### config.mk
export PLATFORM = sky130hd
export DESIGN_NAME = apb_slave_regfile_flat
export DESIGN_NICKNAME = d
export VERILOG_FILES = /design/src/rtl/apb_slave_pkg.sv /design/src/rtl/apb_slave_regfile_if.sv /design/src/rtl/apb_slave_regs.sv /design/src/rtl/apb_slave_regfile.sv /design/src/flat_wrapper.sv
export SDC_FILE = /design/constraint.sdc
export NUM_CORES = 1
export LEC_CHECK = 0
export CAP_MARGIN = 10
export CORE_UTILIZATION = 25
export DETAILED_ROUTE_END_ITERATION = 8
export PLACE_DENSITY_LB_ADDON = 0.12
export SYNTH_ARGS = -nofsm -noshare
export SYNTH_HDL_FRONTEND = slang
export SYNTH_SLANG_ARGS = --single-unit
### constraint.sdc
create_clock -name i_clk_apb -period 22.7 [get_ports i_clk_apb]
set_input_delay 3.405 -clock i_clk_apb [delete_from_list [all_inputs] [get_ports i_clk_apb]]
set_output_delay 3.405 -clock i_clk_apb [all_outputs]
set_load 0.02 [all_outputs]
### src/rtl/apb_slave_pkg.sv
// -----------------------------------------------------------------------------
// apb_slave_pkg
//   Shared types and helpers for the APB completer register file.
//   - apb_slv_state_t : completer FSM state encoding
//   - ADDR_LSB        : byte-address bit where the word index starts
//   - addr_err()      : flags misaligned or out-of-range byte addresses
// -----------------------------------------------------------------------------
package apb_slave_pkg;

    typedef enum logic [1:0] {
        ST_IDLE = 2'd0,
        ST_WAIT = 2'd1,
        ST_RESP = 2'd2
    } apb_slv_state_t;

    localparam int ADDR_LSB = 2;

    // The address is zero-extended to 64 bits by the caller so that one
    // function serves any PADDR width up to 64.
    function automatic logic addr_err(input logic [63:0] paddr,
                                      input int unsigned num_regs);
        logic [63:0] limit;
        limit = 64'(num_regs) << ADDR_LSB;
        return (paddr[ADDR_LSB-1:0] != '0) || (paddr >= limit);
    endfunction

endpackage

### src/rtl/apb_slave_regfile_if.sv
// -----------------------------------------------------------------------------
// apb_slave_regfile_if
//   APB bus bundle between a requester (master) and the register-file
//   completer (slave).
//   Requester drives : i_psel, i_penable, i_pwrite, i_paddr, i_pwdata
//   Completer drives : o_prdata, o_pready, o_pslverr
//
//   Handshake: a transfer starts with one setup cycle (i_psel=1,
//   i_penable=0) followed by access cycles (i_psel=1, i_penable=1). The
//   requester must hold address, direction and write data stable through
//   the access phase. The transfer completes on the rising edge where
//   i_psel & i_penable & o_pready are all high; o_prdata and o_pslverr are
//   meaningful only in that cycle. Dropping i_psel before completion aborts
//   the transfer.
// -----------------------------------------------------------------------------
interface apb_slave_regfile_if #(
    parameter int ADDR_WIDTH = 32,
    parameter int DATA_WIDTH = 32
);
    logic                  i_psel;
    logic                  i_penable;
    logic                  i_pwrite;
    logic [ADDR_WIDTH-1:0] i_paddr;
    logic [DATA_WIDTH-1:0] i_pwdata;
    logic [DATA_WIDTH-1:0] o_prdata;
    logic                  o_pready;
    logic                  o_pslverr;

    modport master (
        output i_psel, i_penable, i_pwrite, i_paddr, i_pwdata,
        input  o_prdata, o_pready, o_pslverr
    );

    modport slave (
        input  i_psel, i_penable, i_pwrite, i_paddr, i_pwdata,
        output o_prdata, o_pready, o_pslverr
    );
endinterface

### src/rtl/apb_slave_regs.sv
// -----------------------------------------------------------------------------
// apb_slave_regs
//   NUM_REGS x DATA_WIDTH register storage.
//   clk, rst      : clock, asynchronous active-high reset (clears to 0)
//   we/widx/wdata : synchronous write port
//   ridx/rdata    : asynchronous read port
// -----------------------------------------------------------------------------
module apb_slave_regs #(
    parameter int NUM_REGS   = 16,
    parameter int DATA_WIDTH = 32,
    parameter int IDX_W      = $clog2(NUM_REGS)
) (
    input  logic                  clk,
    input  logic                  rst,
    input  logic                  we,
    input  logic [IDX_W-1:0]      widx,
    input  logic [DATA_WIDTH-1:0] wdata,
    input  logic [IDX_W-1:0]      ridx,
    output logic [DATA_WIDTH-1:0] rdata
);

    logic [DATA_WIDTH-1:0] mem [NUM_REGS];

    always_ff @(posedge clk or posedge rst) begin
        if (rst) begin
            for (int i = 0; i < NUM_REGS; i++) begin
                mem[i] <= '0;
            end
        end else if (we) begin
            mem[widx] <= wdata;
        end
    end

    assign rdata = mem[ridx];

endmodule

### src/rtl/apb_slave_regfile.sv
// -----------------------------------------------------------------------------
// apb_slave_regfile
//   APB completer with a word-addressed register array and a fixed number
//   of wait states per transfer. Misaligned or out-of-range addresses
//   complete with o_pslverr and leave the registers untouched.
//   i_clk_apb   : APB clock, rising edge
//   i_rst_apb   : asynchronous active-high reset
//   apb         : APB bus (slave modport)
//   o_dbg_state : current FSM state, for observation only
// -----------------------------------------------------------------------------
module apb_slave_regfile
    import apb_slave_pkg::*;
#(
    parameter int DATA_WIDTH  = 32,
    parameter int ADDR_WIDTH  = 32,
    parameter int NUM_REGS    = 16,
    parameter int WAIT_CYCLES = 0
) (
    input  logic                 i_clk_apb,
    input  logic                 i_rst_apb,
    apb_slave_regfile_if.slave   apb,
    output apb_slv_state_t       o_dbg_state
);

    localparam int IDX_W = $clog2(NUM_REGS);
    localparam int CNT_W = (WAIT_CYCLES > 0) ? $clog2(WAIT_CYCLES + 1) : 1;

    apb_slv_state_t        state_q;
    logic [CNT_W-1:0]      cnt_q;
    logic [IDX_W-1:0]      idx_q;
    logic                  err_q;
    logic                  write_q;
    logic [DATA_WIDTH-1:0] wdata_q;
    logic [DATA_WIDTH-1:0] prdata_q;
    logic                  pready_q;
    logic                  pslverr_q;

    // Decode of the live bus address; only sampled on the setup cycle.
    logic [IDX_W-1:0]      idx_d;
    logic                  err_d;
    logic [DATA_WIDTH-1:0] rd_data;
    logic                  reg_we;

    assign idx_d = apb.i_paddr[ADDR_LSB +: IDX_W];
    assign err_d = addr_err(64'(apb.i_paddr), NUM_REGS);

    // The write commits on the completion edge, so an abort or reset before
    // completion never reaches the array.
    assign reg_we = (state_q == ST_RESP) && apb.i_psel && apb.i_penable &&
                    pready_q && write_q && !err_q;

    apb_slave_regs #(
        .NUM_REGS   (NUM_REGS),
        .DATA_WIDTH (DATA_WIDTH),
        .IDX_W      (IDX_W)
    ) u_regs (
        .clk   (i_clk_apb),
        .rst   (i_rst_apb),
        .we    (reg_we),
        .widx  (idx_q),
        .wdata (wdata_q),
        .ridx  (idx_d),
        .rdata (rd_data)
    );

    always_ff @(posedge i_clk_apb or posedge i_rst_apb) begin
        if (i_rst_apb) begin
            state_q   <= ST_IDLE;
            cnt_q     <= '0;
            idx_q     <= '0;
            err_q     <= 1'b0;
            write_q   <= 1'b0;
            wdata_q   <= '0;
            prdata_q  <= '0;
            pready_q  <= 1'b0;
            pslverr_q <= 1'b0;
        end else begin
            case (state_q)
                ST_IDLE: begin
                    // An access cycle without a preceding setup is ignored.
                    if (apb.i_psel && !apb.i_penable) begin
                        idx_q    <= idx_d;
                        err_q    <= err_d;
                        write_q  <= apb.i_pwrite;
                        wdata_q  <= apb.i_pwdata;
                        cnt_q    <= CNT_W'(WAIT_CYCLES);
                        prdata_q <= (!apb.i_pwrite && !err_d) ? rd_data : '0;
                        if (WAIT_CYCLES == 0) begin
                            pready_q  <= 1'b1;
                            pslverr_q <= err_d;
                            state_q   <= ST_RESP;
                        end else begin
                            state_q   <= ST_WAIT;
                        end
                    end
                end

                ST_WAIT: begin
                    if (!apb.i_psel) begin
                        prdata_q  <= '0;
                        pready_q  <= 1'b0;
                        pslverr_q <= 1'b0;
                        state_q   <= ST_IDLE;
                    end else if (apb.i_penable) begin
                        cnt_q <= cnt_q - CNT_W'(1);
                        // Raising pready here makes it visible in the Nth
                        // access cycle's successor, i.e. after N low cycles.
                        if (cnt_q == CNT_W'(1)) begin
                            pready_q  <= 1'b1;
                            pslverr_q <= err_q;
                            state_q   <= ST_RESP;
                        end
                    end
                end

                ST_RESP: begin
                    if (!apb.i_psel) begin
                        prdata_q  <= '0;
                        pready_q  <= 1'b0;
                        pslverr_q <= 1'b0;
                        state_q   <= ST_IDLE;
                    end else if (apb.i_penable && pready_q) begin
                        prdata_q  <= '0;
                        pready_q  <= 1'b0;
                        pslverr_q <= 1'b0;
                        state_q   <= ST_IDLE;
                    end
                end

                default: begin
                    prdata_q  <= '0;
                    pready_q  <= 1'b0;
                    pslverr_q <= 1'b0;
                    state_q   <= ST_IDLE;
                end
            endcase
        end
    end

    assign apb.o_prdata  = prdata_q;
    assign apb.o_pready  = pready_q;
    assign apb.o_pslverr = pslverr_q;
    assign o_dbg_state   = state_q;

endmodule

### src/flat_wrapper.sv
// flat-port wrapper written by rule: the top's interface ports become plain ports
module apb_slave_regfile_flat import apb_slave_pkg::*;
#(
    parameter int DATA_WIDTH  = 32,
    parameter int ADDR_WIDTH  = 32,
    parameter int NUM_REGS    = 16,
    parameter int WAIT_CYCLES = 0
)
  (i_clk_apb, i_rst_apb, o_dbg_state, apb_i_psel, apb_i_penable, apb_i_pwrite, apb_i_paddr, apb_i_pwdata, apb_o_prdata, apb_o_pready, apb_o_pslverr);
  apb_slave_regfile_if #(.ADDR_WIDTH(ADDR_WIDTH), .DATA_WIDTH(DATA_WIDTH)) apb_i ();
  input  logic i_clk_apb;
  input  logic i_rst_apb;
  output apb_slv_state_t o_dbg_state;
  input wire logic [$bits(apb_i.i_psel)-1:0] apb_i_psel;
  input wire logic [$bits(apb_i.i_penable)-1:0] apb_i_penable;
  input wire logic [$bits(apb_i.i_pwrite)-1:0] apb_i_pwrite;
  input wire logic [$bits(apb_i.i_paddr)-1:0] apb_i_paddr;
  input wire logic [$bits(apb_i.i_pwdata)-1:0] apb_i_pwdata;
  output wire logic [$bits(apb_i.o_prdata)-1:0] apb_o_prdata;
  output wire logic [$bits(apb_i.o_pready)-1:0] apb_o_pready;
  output wire logic [$bits(apb_i.o_pslverr)-1:0] apb_o_pslverr;
  assign apb_i.i_psel = apb_i_psel;
  assign apb_i.i_penable = apb_i_penable;
  assign apb_i.i_pwrite = apb_i_pwrite;
  assign apb_i.i_paddr = apb_i_paddr;
  assign apb_i.i_pwdata = apb_i_pwdata;
  assign apb_o_prdata = apb_i.o_prdata;
  assign apb_o_pready = apb_i.o_pready;
  assign apb_o_pslverr = apb_i.o_pslverr;
  apb_slave_regfile #(.DATA_WIDTH(DATA_WIDTH), .ADDR_WIDTH(ADDR_WIDTH), .NUM_REGS(NUM_REGS), .WAIT_CYCLES(WAIT_CYCLES)) u_core (.i_clk_apb(i_clk_apb), .i_rst_apb(i_rst_apb), .apb(apb_i), .o_dbg_state(o_dbg_state));
endmodule
* After elaboration in Yosys (flattened, before gate mapping)
Index checks and enable logic that the tools add are counted.
** Word-level totals
- Latch bits :: 0
- Memory bits (read-only) :: 0
- Input bits :: 69
- RAM bits :: 0
- Memories :: 0
- Register bits :: 587
- Logic and storage cells :: 97
- Output and inout bits :: 36
** Cells by class
- Shift-type cells :: 0
- Add/sub/neg operators :: 1
- Multiplexer cells :: 35
- Divide/modulo/power cells :: 0
- Equality and inequality tests :: 9
- Multipliers :: 0
- Bitwise gates (word level) :: 2
- Magnitude comparators :: 4
- Reduce and logical (&&, ||, !) cells :: 21
** Operators by type and width (number)
- $bwmux 512 :: 1
- $mux 32 :: 8
- $bmux 32 s4 :: 1
- $demux 32 s4 :: 1
- $pmux 32 s3 :: 1
- $ge 32x7->1 const B :: 1
- $mux 1 :: 13
- $mux 2 :: 6
- $ge 5x5->1 const B :: 2
- $not 4->5 :: 2
- $logic_and 1x1->1 :: 9
- $reduce_and 4->1 :: 2
- $ne 2x2->1 const B :: 3
- $ne 3x3->1 const B :: 2
- $pmux 1 s3 :: 2
- $pmux 2 s3 :: 1
- $lt 5x1->1 const B :: 1
- $logic_not 1->1 :: 4
- $reduce_bool 2->1 :: 2
- $ne 3x2->1 const B :: 1
- $reduce_and 3->1 :: 1
- $eq 2x1->1 const B :: 1
- $eq 2x2->1 const B :: 1
- $logic_not 2->1 :: 1
- other kinds (5) :: 5

* Depth between registers and ports, before layout
- Depth in word-level cells :: 7
- Depth in mapped cells :: 7
- Mapped depth without buffers :: 4

* Modules after synthesis
From an unflattened synthesis, not the netlist that was laid out.
** Unflattened totals
- Cell total of the unflattened synthesis :: 1587
- Area total of the unflattened synthesis :: 25702.2 um^2
** Modules (own cells, without submodules)
- apb_slave_regs :: cells an instance 1410, sequential area each 12812.3 um^2, area each 22945.8 um^2, times used 1
- apb_slave_regfile :: cells an instance 177, sequential area each 1801.7 um^2, area each 2756.4 um^2, times used 1

* Worst setup path after synthesis
Ideal clock, no wire load.
- Path type :: input to register
- Start point :: input port apb_i_paddr[2]
- End point :: register u_core.prdata_q[6], in the netlist u_core.apb.o_prdata[6]
- Buffers on the path :: 2
- Required time :: 22.554 ns
- Cell stages on the path :: 6
- Data arrival time :: 4.661 ns
- Slack :: 17.893 ns
- Setup time :: 0.146 ns
- Path through :: buf_2 > buf_2 > mux2_2 > a222oi_1 > o211a_1 > a221oi_1
** Between the ends
- Cells in the longest elaborated chain, start to end :: 7
- Elaborated cells on any way between the ends :: 11
- Those cells by class :: order compare (1); mux (6); bitwise (1); reduce/logical (3)
** Ends and longest elaborated chain
- from (decl) :: RTL line flat_wrapper.sv:17 : input wire logic [$bits(apb_i.i_paddr)-1:0] apb_i_paddr;
- $ge 32x7->1 / $not 4->5 (equally long branches) :: RTL line apb_slave_pkg.sv:24, apb_slave_regs.sv:34
- $logic_or 1x1->1 / $bmux 32 s4 (equally long branches) :: RTL line apb_slave_pkg.sv:24, apb_slave_regs.sv:34
- $logic_not 1->1 / $mux 32 (equally long branches) :: RTL line apb_slave_regfile.sv:87, apb_slave_regs.sv:34
- $logic_and 1x1->1 / $mux 32 (equally long branches) :: RTL line apb_slave_regfile.sv:87, apb_slave_regs.sv:34
- $mux 32 (*) :: RTL line apb_slave_regfile.sv:87 : prdata_q <= (!apb.i_pwrite && !err_d) ? rd_data : '0;
- $mux 32 (*) :: RTL line apb_slave_regfile.sv:81 : if (apb.i_psel && !apb.i_penable) begin
- $pmux 32 s3 (*) :: RTL line apb_slave_regfile.sv:78 : case (state_q)
- to (signal assigned) :: RTL line apb_slave_regfile.sv:87
- to (decl) :: RTL line apb_slave_regfile.sv:34 : logic [DATA_WIDTH-1:0] prdata_q;
Mark *: on every way between the ends. The rest lies on a longest branch, timed or not. The select of a mux whose other input is x is not followed.
A chain may end at the register's enable or synchronous reset.

==> results.toml <==
[run_status]
status = "complete, but fails checks"
violations_in_the_final_reports = "design-rule violations"

[grt]
grt_remaining_overflow = 0
global_route_wire_length_before_repair_mm = 121
grt_util_all_layers_pct = 15.1
maximum_number_of_pins_on_one_net_before_global_route_repair = 166
initial_antenna_violation_count = 3
number_of_global_route_vias_before_repair = 17800

[layout]
multi_input_area_sq_um = 11300
areaGrowthSynthToFinish_pct = 18.4
final_net_count = 2043
layout.area.seq_sq_um = 14600
drive_gt1_share_pct = 36.9
final.fill_count = 10600

[placed_design]
place.detailed.hpwl_mm = 42.7
finalWeightedCongestion = 0.682
place.port_buffers = 103

[logic_synthesis]
synth.cells.most_frequent = "dfrtp_1, mux2_2, mux2_1"
post-synth-top-count-cell = "dfrtp_1"
post_synth.cell_area_avg_sq_um = 13.8
ys_dominant_reg_cell = "dfrtp_1"
cell_accounting_for_the_most_synthesized_area = "dfrtp_1"
mappedNetlistNets = 1994
synth_cells = 1925
synthDominantCellAreaShare_pct = 54.9
ys_ff_latch = 584
synth.distinct_cells = 38
synthesis.area_sq_um = 26600
synth_edf_count = 0
synth_async_sr_flop_share_pct = 100
yosys_warnings = 0
synth-seq-area-share_pct = 54.9
netlist_top_cells_area = "dfrtp_1, mux2_2, mux2_1"

[critical_path]
worstRegToRegCells = 4
path_class = "in2async"
worst_setup_path_start_kind = "primary input"
end_kind = "async pin"
critical_path_arrival_ns = 7.05
worst-endpoint-required_ns = 23.29
reg2reg_setup_slack_ns = 19.66
worst_r2r_end = "u_core.u_regs.mem[67]$_DFFE_PP0P_"
critical_path.max_fanout = 165
rr_startpoint = "u_core.apb.o_pready$_DFFE_PP0P_"

[floorplan]
die_area_sq_um = 108000
rows = 119
ios = 105
initial_utilization_pct = 25.3
floorplan.core_area_sq_um = 105000
die_y_um = 328
dieWidth_um = 328

[sta]
fin_skew_ns = 0.0349
maxSlewHeadroom_pct = 30.5
slew_viol_final = 0
setup_tns_ns = 0
rsz0062_at_grt = "no"
hold_viol = 0
min_period_ns = 6.47
worst_slew_pin_slew_ns = 1.04
finalCritPeriodShare_pct = 28.5
max_freq_ghz = 0.155
setup_viol = 0

[route]
drt_drc_violations_left = 10
wl_per_cell_um = 23.7
wirelength_mm = 80.9
vias_after_detailed_routing = 16200
drt_pass1_iterations = 9
ant_nets = 0
drt_iter0_markers = 853
drt-vias-per-instance = 4.74

[power]
vdd_ir_drop_max_mv = 0.0425
power.leakage_nw = 15.0
design_power_total_w = 0.00242
p_per_area_nw_per_um2 = 76.6

[hold_path]
holdCritStartpoint = "u_core.u_regs.mem[232]$_DFFE_PP0P_"
min_delay_path_depth = 1
hold-path-endpoint = "u_core.u_regs.mem[232]$_DFFE_PP0P_"
min_delay_path_class = "reg2reg"

[clock_tree]
post_cts_buffers = 0
holdBufCountCts = 0
worst_path_clk_slew_ns = 0.05
post_cts_resized = 0
clock_tree_root_buffer_cell = "clkbuf_16"
clk-insertion-delay-late_ns = 0.62
cts.htree.levels = 3
tritoncts = "built"
cts_inserted_buffers = 74
tritoncts_num_sinks = 584
clock_path_buffers = 3

[flow_run]
maxCapViolCount = 0
cells by family (layout without fill, tap and decap cells):
group	Yosys count	in the layout	synth area share, %
and+or+nand+nor	78	78	1.47
buffers and inverters	199	304	3.32
AOI/OAI and AO/OA	257	257	6.64
xor gates and xnor gates	2	2	0.0658
other	1	2	0.0141
DFF	584	584	54.9
muxes	804	804	33.6
where the power goes:
group / internal, W / switching, W
sequential: 0.00106 / 0.0000565
clock: 0.000720 / 0.000462
combinational: 0.0000447 / 0.0000754
total: 0.00182 / 0.000594
worst max path at each step:
| stage | from | slack, ns | cells past startpoint | end |
|---|---|---|---|---|
| finish | i_rst_apb | 16.23 | 5 | u_core.u_regs.mem[423]$_DFFE_PP0P_ |
| global route | i_rst_apb | 15.65 | 5 | u_core.u_regs.mem[164]$_DFFE_PP0P_ |
| CTS | i_rst_apb | 16.07 | 5 | u_core.u_regs.mem[164]$_DFFE_PP0P_ |
| detailed placement | i_rst_apb | 15.39 | 5 | u_core.u_regs.mem[388]$_DFFE_PP0P_ |
| global placement | i_rst_apb | 15.49 | 5 | u_core.u_regs.mem[388]$_DFFE_PP0P_ |
| floorplan | i_rst_apb | 2.95 | 1 | u_core.apb.o_prdata[0]$_DFFE_PP0P_ |
cell usage in the layout (no fill, tap or decap), types with 3 or more instances in the layout:
master           netlist  routed
dfrtp_1              584     584
mux2_2               568     568
mux2_1               138     138
clkdlybuf4s50_1        0     101
mux2i_1               96      96
a21oi_1               95      95
clkbuf_16              0      76
buf_4                 13      35
nand2_1               35      33
o22ai_1               32      32
o21ai_0               32      32
a221oi_1              32      32
inv_1                 32      31
a222oi_1              31      31
o211a_1               31      31
clkbuf_1              82      20
clkbuf_8               0      15
clkinv_2               0      13
nor2_4                 0      10
nor4_1                 7       7
nand2b_2               0       5
bufinv_16              0       5
nand4b_1               3       3
nor2_1                13       3
nor2b_4                0       3
registers in the layout (all words and copies together) (netlist names):
signal / cells
u_core.write_q: 1
u_core.u_regs.mem: 512
u_core.apb.o_pready: 1
u_core.err_q: 1
u_core.idx_q: 4
u_core.wdata_q: 32
u_core.apb.o_pslverr: 1
u_core.apb.o_prdata: 32
area by class of cell:
| type | count | share of cell area [%] |
|---|---|---|
| Sequential cell | 584 | 46.3 |
| Multi-Input combinational cell | 1142 | 35.8 |
| Clock buffer | 111 | 6.92 |
| Tap cell | 1391 | 5.52 |
| Timing Repair Buffer | 140 | 4.23 |
| Clock inverter | 21 | 0.789 |
| Inverter | 32 | 0.405 |
| Antenna cell | 1 | 0.00793 |
worst max-delay path, cell delays in order:
cell and delay (ns):
clkdlybuf4s50_1 0.49, inv_8 0.41, buf_12 0.75, buf_4 0.83, buf_4 0.89
routing by layer:
metal	share of wire [%]	global-route usage (%)	wire, um	vias up
met5	0	0	0	-
met2	47	24.5	38000	229
met3	3.1	2.07	2490	95
li1	-	-	-	7173
met1	48	21.2	39100	8712
met4	1.8	3.77	1430	0
stage by stage:
step / util (%) / setup WS [ns] / area, sq um / hold slack [ns] / std cells
2_1_floorplan: - / 2.95 / 26600 / 0.452 / 1925
4_1_cts: 29.9 / 16.07 / 31500 / 0.489 / 3421
6_report: 29.9 / 16.23 / 31500 / 0.484 / 3422
3_5_place_dp: 27.6 / 15.39 / 29100 / 0.475 / 3289
3_3_place_gp: 27.6 / 15.49 / 29100 / 0.463 / 3289
5_1_grt: 29.9 / 15.65 / 31500 / 0.497 / 3422
No activity file was read; power rests on OpenSTA's default activity.
